**config.mk**
```make
export PLATFORM = sky130hd
export DESIGN_NAME = pipe_ctrl_cc
export DESIGN_NICKNAME = d
export VERILOG_FILES = /design/src/rtl/pipe_ctrl_cc.sv
export SDC_FILE = /design/constraint.sdc
export NUM_CORES = 1
export LEC_CHECK = 0
export CORE_MARGIN = 1.5
export CORE_UTILIZATION = 42
export DETAILED_ROUTE_END_ITERATION = 12
export MAX_ROUTING_LAYER = met4
export PLACE_DENSITY = 0.77
export REMOVE_ABC_BUFFERS = 1
export SYNTH_ARGS = -nofsm -noshare
export SYNTH_HDL_FRONTEND = slang
export SYNTH_SLANG_ARGS = --single-unit
```
**constraint.sdc**
```tcl
create_clock -name clk -period 2.2 [get_ports clk]
set_input_delay 0.44 -clock clk [delete_from_list [all_inputs] [get_ports clk]]
set_output_delay 0.44 -clock clk [all_outputs]
set_load 0.05 [all_outputs]
```
**src/rtl/pipe_ctrl_cc.sv**
```systemverilog
// ---------------------------------------------------------------------------
// pipe_ctrl_cc
//   Pipeline control unit for the 5-stage Y86-64 core. Holds the committed
//   condition codes {ZF,SF,OF}, evaluates the jump/cmov condition for the
//   instruction in Execute, and drives the stall/bubble controls of the
//   F/D/E/M/W pipeline registers. Also tracks the processor run state
//   (RUN/HALTED), the registered architectural status, and the cycle and
//   bubble performance counters.
//
// Parameters
//   CC_RESET  reset value of {ZF,SF,OF}
//   CNT_W     width of the performance counters
//
// Ports
//   clk                       clock, rising edge
//   reset                     asynchronous active-high reset
//   D_icode                   icode in Decode register
//   d_srcA, d_srcB            Decode source registers (4'hF = none)
//   E_icode, E_ifun           icode/ifun in Execute register
//   E_destM                   Execute memory destination (4'hF = none)
//   alu_zf, alu_sf, alu_of    raw ALU flags for the current E instruction
//   M_icode                   icode in Memory register
//   m_stat                    status leaving the memory stage
//   W_stat                    status in Writeback register
//   e_cnd                     condition result of E_ifun against committed CC
//   cc                        committed {ZF,SF,OF}
//   F_stall .. W_stall        pipeline register controls
//   halted                    processor has stopped
//   proc_stat                 registered architectural status
//   cyc_cnt                   cycles spent in RUN
//   bub_cnt                   RUN cycles with E_bubble asserted
// ---------------------------------------------------------------------------
module pipe_ctrl_cc #(
    parameter logic [2:0]  CC_RESET = 3'b100,
    parameter int unsigned CNT_W    = 32
) (
    input  logic             clk,
    input  logic             reset,
    input  logic [3:0]       D_icode,
    input  logic [3:0]       d_srcA,
    input  logic [3:0]       d_srcB,
    input  logic [3:0]       E_icode,
    input  logic [3:0]       E_ifun,
    input  logic [3:0]       E_destM,
    input  logic             alu_zf,
    input  logic             alu_sf,
    input  logic             alu_of,
    input  logic [3:0]       M_icode,
    input  logic [3:0]       m_stat,
    input  logic [3:0]       W_stat,
    output logic             e_cnd,
    output logic [2:0]       cc,
    output logic             F_stall,
    output logic             D_stall,
    output logic             D_bubble,
    output logic             E_bubble,
    output logic             M_bubble,
    output logic             W_stall,
    output logic             halted,
    output logic [3:0]       proc_stat,
    output logic [CNT_W-1:0] cyc_cnt,
    output logic [CNT_W-1:0] bub_cnt
);

    localparam logic [3:0] I_MRMOVQ = 4'h5;
    localparam logic [3:0] I_OPQ    = 4'h6;
    localparam logic [3:0] I_JXX    = 4'h7;
    localparam logic [3:0] I_RET    = 4'h9;
    localparam logic [3:0] I_POPQ   = 4'hB;
    localparam logic [3:0] R_NONE   = 4'hF;
    localparam logic [3:0] S_AOK    = 4'h1;
    localparam logic [CNT_W-1:0] CNT_ONE = {{(CNT_W-1){1'b0}}, 1'b1};

    typedef enum logic {
        ST_RUN    = 1'b0,
        ST_HALTED = 1'b1
    } state_t;

    state_t           state_q, state_d;
    logic [2:0]       cc_q, cc_d;
    logic [3:0]       stat_q, stat_d;
    logic [CNT_W-1:0] cyc_q, cyc_d;
    logic [CNT_W-1:0] bub_q, bub_d;

    logic load_use;
    logic ret_pend;
    logic mispred;
    logic m_exc;
    logic w_exc;
    logic set_cc;

    function automatic logic is_exc(input logic [3:0] s);
        return (s == 4'h2) || (s == 4'h3) || (s == 4'h4);
    endfunction

    // Condition evaluation always uses the committed CC; the instruction
    // that sets CC is the one in E, so no forwarding path is required.
    always_comb begin
        logic z, s, o;
        z = cc_q[2];
        s = cc_q[1];
        o = cc_q[0];
        e_cnd = 1'b0;
        case (E_ifun)
            4'h0:    e_cnd = 1'b1;
            4'h1:    e_cnd = (s ^ o) | z;
            4'h2:    e_cnd = s ^ o;
            4'h3:    e_cnd = z;
            4'h4:    e_cnd = ~z;
            4'h5:    e_cnd = ~(s ^ o);
            4'h6:    e_cnd = ~(s ^ o) & ~z;
            default: e_cnd = 1'b0;
        endcase
    end

    always_comb begin
        load_use = ((E_icode == I_MRMOVQ) || (E_icode == I_POPQ)) &&
                   (E_destM != R_NONE) &&
                   ((E_destM == d_srcA) || (E_destM == d_srcB));
        ret_pend = (D_icode == I_RET) || (E_icode == I_RET) || (M_icode == I_RET);
        mispred  = (E_icode == I_JXX) && !e_cnd;
        m_exc    = is_exc(m_stat);
        w_exc    = is_exc(W_stat);
    end

    always_comb begin
        state_d  = state_q;
        stat_d   = stat_q;
        cc_d     = cc_q;
        cyc_d    = cyc_q;
        bub_d    = bub_q;
        set_cc   = 1'b0;
        F_stall  = 1'b0;
        D_stall  = 1'b0;
        D_bubble = 1'b0;
        E_bubble = 1'b0;
        M_bubble = 1'b0;
        W_stall  = 1'b0;

        case (state_q)
            ST_RUN: begin
                F_stall  = load_use | ret_pend;
                D_stall  = load_use;
                // load-use stalls D, so a pending ret must not also bubble it
                D_bubble = mispred | (ret_pend & ~load_use);
                E_bubble = mispred | load_use;
                M_bubble = m_exc | w_exc;
                W_stall  = w_exc;

                set_cc = (E_icode == I_OPQ) && !m_exc && !w_exc;
                if (set_cc) begin
                    cc_d = {alu_zf, alu_sf, alu_of};
                end

                cyc_d = cyc_q + CNT_ONE;
                if (E_bubble) begin
                    bub_d = bub_q + CNT_ONE;
                end

                if (W_stat != S_AOK) begin
                    state_d = ST_HALTED;
                    stat_d  = W_stat;
                end
            end
            ST_HALTED: begin
                F_stall = 1'b1;
                D_stall = 1'b1;
                W_stall = 1'b1;
            end
            default: begin
                state_d = ST_RUN;
            end
        endcase
    end

    always_ff @(posedge clk or posedge reset) begin
        if (reset) begin
            state_q <= ST_RUN;
            cc_q    <= CC_RESET;
            stat_q  <= S_AOK;
            cyc_q   <= '0;
            bub_q   <= '0;
        end else begin
            state_q <= state_d;
            cc_q    <= cc_d;
            stat_q  <= stat_d;
            cyc_q   <= cyc_d;
            bub_q   <= bub_d;
        end
    end

    assign cc        = cc_q;
    assign halted    = (state_q == ST_HALTED);
    assign proc_stat = stat_q;
    assign cyc_cnt   = cyc_q;
    assign bub_cnt   = bub_q;

endmodule
```
==> metrics.md, run 1 <==
| Metric | Value |
|---|---|
| Run status | finished, violations left |
| Violated checks | setup timing |
| Critical path launch point type | input pin |
| Global-route wire length before repair | 14400 um |
| Hold WS | 0.476 ns |
| Critical path's slowest cell | clkdlybuf4s50_1 |
| Latest clock arrival within the worst-skew pair | 0.33 ns |
| Total number of vias | 3144 |
| Gpl congestion | 0.802 |
| Tcrit/Tclk final | 111% |
| Post-Syn Instances | 339 |
| Area Growth Syn to Fin | 53.7% |
| Pwr dens | 501 nW/um^2 |
| Longest Clk Path Bufs | 2 |
| Vias in the first global route | 3055 |
| GRT Total Usage | 20.8% |
| Post-synthesis async set-or-reset flop share | 100% |
| Post-synth top area share | 48.5% |
| Slowest cell delay on critical path | 0.49 ns |
| Dominant synthesized flop cell | dfrtp_1 |
| Htree depth | 3 |
| Leak | 2.43 nW |
| Fin area | 5550 um^2 |
| RSZ-0062 raised after global routing | true |
| 1st-iter DRT viols | 77 |
| Min Clock Period, post-route | 2.45 ns |
| Core area | 8260 um^2 |
| Post-detailed-route wirelength per cell | 15.1 um |
| Initial antenna violation count | 0 |
| CTS Hold Bufs | 0 |
| # IOs | 120 |
| Skew final | 0.0144 ns |
| Post-Syn Area | 3610 um^2 |
| N_diodes | 0 |
| Bufs and invs on worst path | 4 |
| Synth unique cells | 46 |
| Total CTS buffers | 9 |
| I/O Buffers | 119 |
| Max-slew violations | 0 |
| Root Buffer | clkbuf_8 |
| #FFs+latches synth | 72 |
| Die W | 95.7 um |
| Crit Path Class | input pin to output pin |
| Site row count | 33 |
| Post-detailed-route DRC marker count | 0 |
| Cell repeated most along the worst path | buf_6 |
| Final WS setup | -0.247 ns |
| Setup crit end kind | output pin |
| Critical-path cell list | clkdlybuf4s50_1, o31ai_1, a21oi_1, o31ai_2, buf_4, buf_6, o21a_1, nor2_2, buf_6 |
| Post-place setup slack | -0.587 ns |
| Core Util, Final | 67.2% |
| Crit path required time | 1.76 ns |
| Slew margin rel. | 63.5% |
| Wirelength, routed | 9170 um |
| Final Hold Fails | 0 |
| Largest delay contributor family on the critical path | buffers and inverters |
| CP arrival | 2.01 ns |
| Sink Count | 72 |
| Drt first pass iters | 4 |
| Top-count cell post-synth | dfrtp_1 |
| Register area share after synthesis | 49.9% |
| Post-layout nets | 541 |
| Area leader, netlist | dfrtp_1 |
| Most frequent cells after synthesis | 70 x dfrtp_1, 50 x xnor2_1, 27 x nor2_1, 24 x nand4_1, 23 x nand2_1 |
| CTS tree | done |
| Max-Cap Viols | 0 |
| Total gr overflow | 0 |
| Via density | 5.18 |
| Initial core utilization | 43.7% |
| Total power | 2.78 mW |
| Share of layout cells above drive strength 1 | 21.3% |
| Largest cells by area after synthesis | dfrtp_1 48%, xnor2_1 12%, xor2_1 4.6%, nand4_1 4.2%, nor2_1 2.8% |
| Worst-Margin Slew | 0.546 ns |
| Synth warn | 0 |
| HP Class | flip-flop to flip-flop |
| Height of the die | 95.7 um |
| Setup violators final | 5 |
| Worst Path Max Fanout | 2 |
| Post-synth EDFFs | 0 |
| Dpl hpwl | 6810 um |
| Avg Inst Size Synth | 10.7 um^2 |
| Max Fclk | 409 MHz |
| Detail Route Antenna Nets | 0 |
| Peak supply drop | 0.287 mV |
| Largest net degree at the start of global routing | 73 |
| Placed cell area | 5220 um^2 |
| Clock transition at the registers of the reported paths | 0.08 ns |
| Die area | 9170 um^2 |
registers in the layout (all words and copies together) (netlist names):
name / cells
proc_stat: 4
bub_cnt: 32
cyc_cnt: 32
halted: 1
cc: 3
worst register-to-register path: stages, from the launching register on:
cell     delay, ns
dfstp_2       0.57
mux2i_1       0.08
a21oi_1       0.25
o31ai_2       0.10
buf_4         0.14
and2_4        0.17
buf_4         0.14
or4_4         0.52
xnor2_2       0.14
per-layer routing:
metal	wire, um	up-vias	global-route usage (%)
met3	651	11	3.48
met2	4520	108	34.7
met4	102	0	6.74
met5	0	-	-
li1	-	1502	-
met1	3900	1523	25.6
layout by cell type, fill, tap and decap left out, types with 3 or more instances in the layout:
cell type and instances:
nor3_1 8, xnor2_2 3, nand3b_1 3, buf_4 34, buf_12 9, inv_1 10
or3_1 3, o21ai_0 6, dfrtp_1 70, xor2_1 17, mux2_2 5, nand2_1 23
xnor2_1 49, nand3_1 19, clkbuf_8 10, clkdlybuf4s50_1 90, nand4_1 24, and3_1 9
buf_2 7, buf_6 3, nor2_1 25, nor4_1 3, dlygate4sd2_1 6
worst paths after layout:
path | from | end | slack (ns) | cells past startpoint
setup / recovery | E_ifun[2] | D_bubble | -0.25 | 9
max in group asynchronous | reset | proc_stat[0] | 1.34 | 3
hold reg to reg | bub_cnt[31] | bub_cnt[31] | 0.48 | 1
setup reg to reg | cc[2] | bub_cnt[7] | -0.01 | 8
min in group asynchronous | reset | bub_cnt[23] | 0.49 | 3
hold / removal | bub_cnt[31] | bub_cnt[31] | 0.48 | 1
stage by stage:
step	setup TNS, ns	cells
after floorplan	-14.55	332
after global placement	-9.57	587
after detailed placement	-12.39	587
after CTS	-0.559	602
after global routing	-0.832	607
final	-0.485	607
power breakdown:
group / switching [mW] / total [mW] / internal (mW)
Sequential: 0.0119 / 1.35 / 1.34
Clock: 0.476 / 1.14 / 0.664
Combinational: 0.157 / 0.293 / 0.136
Total: 0.645 / 2.78 / 2.14
cell type report:
| type | instances | area, um^2 |
|---|---|---|
| Clock buffer | 10 | 138 |
| Clock inverter | 5 | 81.3 |
| Fill cell | 648 | 2710 |
| Inverter | 11 | 41.3 |
| Multi-Input combinational cell | 249 | 1840 |
| Sequential cell | 72 | 1800 |
| Tap cell | 105 | 131 |
| Timing Repair Buffer | 155 | 1510 |
kinds of logic (layout without fill, tap and decap cells):
family | after synthesis | in the layout | share of synthesized area, %
DFF | 72 | 72 | 49.9
muxes | 8 | 8 | 2.42
AOI/OAI and AO/OA | 17 | 17 | 3.26
adders and majority gates | 2 | 2 | 0.693
xor gates and xnor gates | 71 | 71 | 17.6
and+or+nand+nor | 151 | 151 | 23.8
buffers and inverters | 18 | 181 | 2.29
what timing repair did:
action,4_1_cts,5_1_grt
buffers inserted,0,5
endpoints found under the setup margin,13,10
gates cloned,0,0
gates resized for setup,59,19
pin swaps,13,7
(Power assumes the default switching activity.)
==> inputs of run 2 (changes only) <==
Settings changed: HOLD_SLACK_MARGIN set to 0.06.
==> results of run 2 <==
The final DEF is identical to that of run 1; final timing and power are the same.
==> inputs of run 3 (changes only) <==
Settings changed: CORE_MARGIN 1.5 to 2.
==> run 3 against run 2 <==
The flow still finishes with violations (setup timing). Sequential power about the same. Design area unchanged. Fmax up 2.4%. Via count up 0.51%. Critical path depth down 1. First-iteration DRC count up 91%. Sequential cell count unchanged. Wire length down 0.75%. Worst setup slack better by 0.058 ns. Cell count up 0.49%.
==> metrics.md, run 3 (synthesis gave the netlist of run 1 again) <==
| Metric | Value |
|---|---|
| Max-slew violations | 0 |
| Gpl congestion | 0.897 |
| Slew margin rel. | 63.8% |
| Tcrit/Tclk final | 109% |
| Total Neg Setup Slack | -0.314 ns |
| Core area | 8260 um^2 |
| Cell-internal power | 2.00 mW |
| I/O Buffers | 119 |
| Height of the die | 96.7 um |
| Worst R2R Setup Slack | 0.04 ns |
| Final Hold Fails | 0 |
| RSZ-0062 raised after global routing | true |
| Site row count | 33 |
| Slowest cell delay on critical path | 0.55 ns |
| Commonest non-fill, non-tap cells in the layout | 90 x clkdlybuf4s50_1, 70 x dfrtp_1, 49 x xnor2_1 |
| R2R depth | 8 |
| Root Buffer | clkbuf_8 |
| Net Sw Frac | 24.0% |
| Sink Count | 72 |
| Crit Path Class | flip-flop to output pin |
| Initial core utilization | 43.7% |
| Post-detailed-route DRC marker count | 0 |
| CTS tree | done |
| Initial antenna violation count | 0 |
| GRT Total Usage | 20.3% |
| Total CTS buffers | 9 |
| Longest Clk Path Bufs | 2 |
| Largest delay contributor family on the critical path | flip-flops |
| Crit path launch | cc[2] |
| Worst Path Max Fanout | 4 |
| Skew final | 0.00827 ns |
| Fin area | 5550 um^2 |
| Bufs and invs on worst path | 3 |
| CTS Hold Bufs | 0 |
| Setup violators final | 3 |
| Cell repeated most along the worst path | buf_6 |
| FF+latch area | 1800 um^2 |
| Share of layout cells above drive strength 1 | 21.8% |
| Area Growth Syn to Fin | 53.7% |
| Core Util, Final | 67.2% |
| Area occupied by multi-input gates | 1870 um^2 |
| Total number of vias | 3160 |
| Largest net degree at the start of global routing | 33 |
| Post-detailed-route wirelength per cell | 14.9 um |
| CP arrival | 1.95 ns |
| Violated checks | setup timing |
| Leak | 2.39 nW |
| Critical R2R Launch | cc[2] |
| Wirelength, routed | 9100 um |
| Global-route wire length before repair | 15200 um |
| Dpl hpwl | 6760 um |
| Clock network fraction of total power | 37.4% |
| Die area | 9360 um^2 |
| Part of the power in combinational logic | 11.3% |
| HP Class | input pin to async pin |
| Max Fclk | 419 MHz |
| Post-layout nets | 543 |
| Fillcell total | 642 |
| Crit path required time | 1.76 ns |
| # IOs | 120 |
| Total power | 2.63 mW |
| Via density | 5.18 |
| Worst-Margin Slew | 0.541 ns |
| Total gr overflow | 0 |
| Commonest non-fill, non-tap cell in the layout | clkdlybuf4s50_1 |
| Latest clock arrival within the worst-skew pair | 0.33 ns |
| Drt first pass iters | 4 |
| Detail Route Antenna Nets | 0 |
| Final WS setup | -0.189 ns |
| 1st-iter DRT viols | 147 |
| N_diodes | 0 |
| Min Clock Period, post-route | 2.39 ns |
| Sw Pwr | 0.631 mW |
| Setup crit end kind | output pin |
| Htree depth | 3 |
| Clock transition at the registers of the reported paths | 0.08 ns |
| Die W | 96.7 um |
| Critical-path cell list | buf_6, mux2i_4, a21oi_2, o31ai_4, buf_4, o21a_1, nor2_2, buf_6 |
| Share of power burned in registers | 51.3% |
| Peak supply drop | 0.243 mV |
| Hold WS | 0.464 ns |
| Placed cell area | 5250 um^2 |
| Pwr dens | 473 nW/um^2 |
| Max-Cap Viols | 0 |
| Critical path's slowest cell | dfstp_2 |
| Vias in the first global route | 3204 |
| Run status | finished, violations left |
| Critical path launch point type | flip-flop |
| Capturing point of the worst reg2reg path | bub_cnt[7] |
==> run 3: changes by cell type in the layout (fill, tap and decap cells not counted), sizes merged <==
| cell | before | now |
|---|---|---|
| buf | 53 | 55 |
| bufinv | 2 | 1 |
| clkbuf | 12 | 13 |
| clkdlybuf4s15 | 2 | 1 |
| clkinv | 2 | 3 |
| clkinvlp | 1 | 0 |
| dlygate4sd2 | 6 | 10 |
| dlymetal6s2s | 2 | 0 |
==> run 3: layout make-up <==
class	instances	share of cell area, %
repair buffers	157	27.5
well taps	105	2.37
clock buffers	12	2.43
multi-input cells	249	33.6
inverters	11	0.744
clock inverters	4	0.811
flip-flops and latches	72	32.5
==> run 3: stage by stage <==
stage               cells  setup slack [ns]
finish                610            -0.189
global route          610            -0.294
CTS                   610            -0.245
detailed placement    589            -0.578
global placement      589            -0.509
floorplan             332            -0.522
==> run 3: worst register-to-register path: stages, from the launching register on <==
cell and delay, ns:
dfstp_2 0.55, buf_6 0.12, mux2i_4 0.06, a21oi_2 0.22, o31ai_4 0.11, and2_4 0.17
buf_4 0.15, or4_4 0.52, xnor2_2 0.14
==> run 3: worst max-delay path by stage <==
stage,to,depth (start not counted)
floorplan,bub_cnt[21],5
global placement,E_bubble,9
detailed placement,bub_cnt[7],8
CTS,E_bubble,7
global route,D_bubble,8
finish,D_bubble,8
==> run 3: power by group through the flow <==
stage	clock [mW]	combinational, mW	sequential, mW
after CTS	1.01	0.288	1.35
after detailed placement	0	0.284	1.37
after global placement	0	0.280	1.37
final	0.982	0.298	1.35
after global routing	1.06	0.317	1.35
after floorplan	0	0.0798	1.41
==> run 3: metal layers <==
| metal | share of wire, % | global-route usage [%] |
|---|---|---|
| met5 | 0 | - |
| met3 | 5.9 | 5.20 |
| met1 | 45 | 26.7 |
| met4 | 1.2 | 4.98 |
| met2 | 48 | 31.7 |
==> run 3: timing repair <==
item                                    CTS  global route
gates resized for setup                  71            11
endpoints found under the setup margin   13            12
pin swaps                                15             6
setup buffers                             6             2
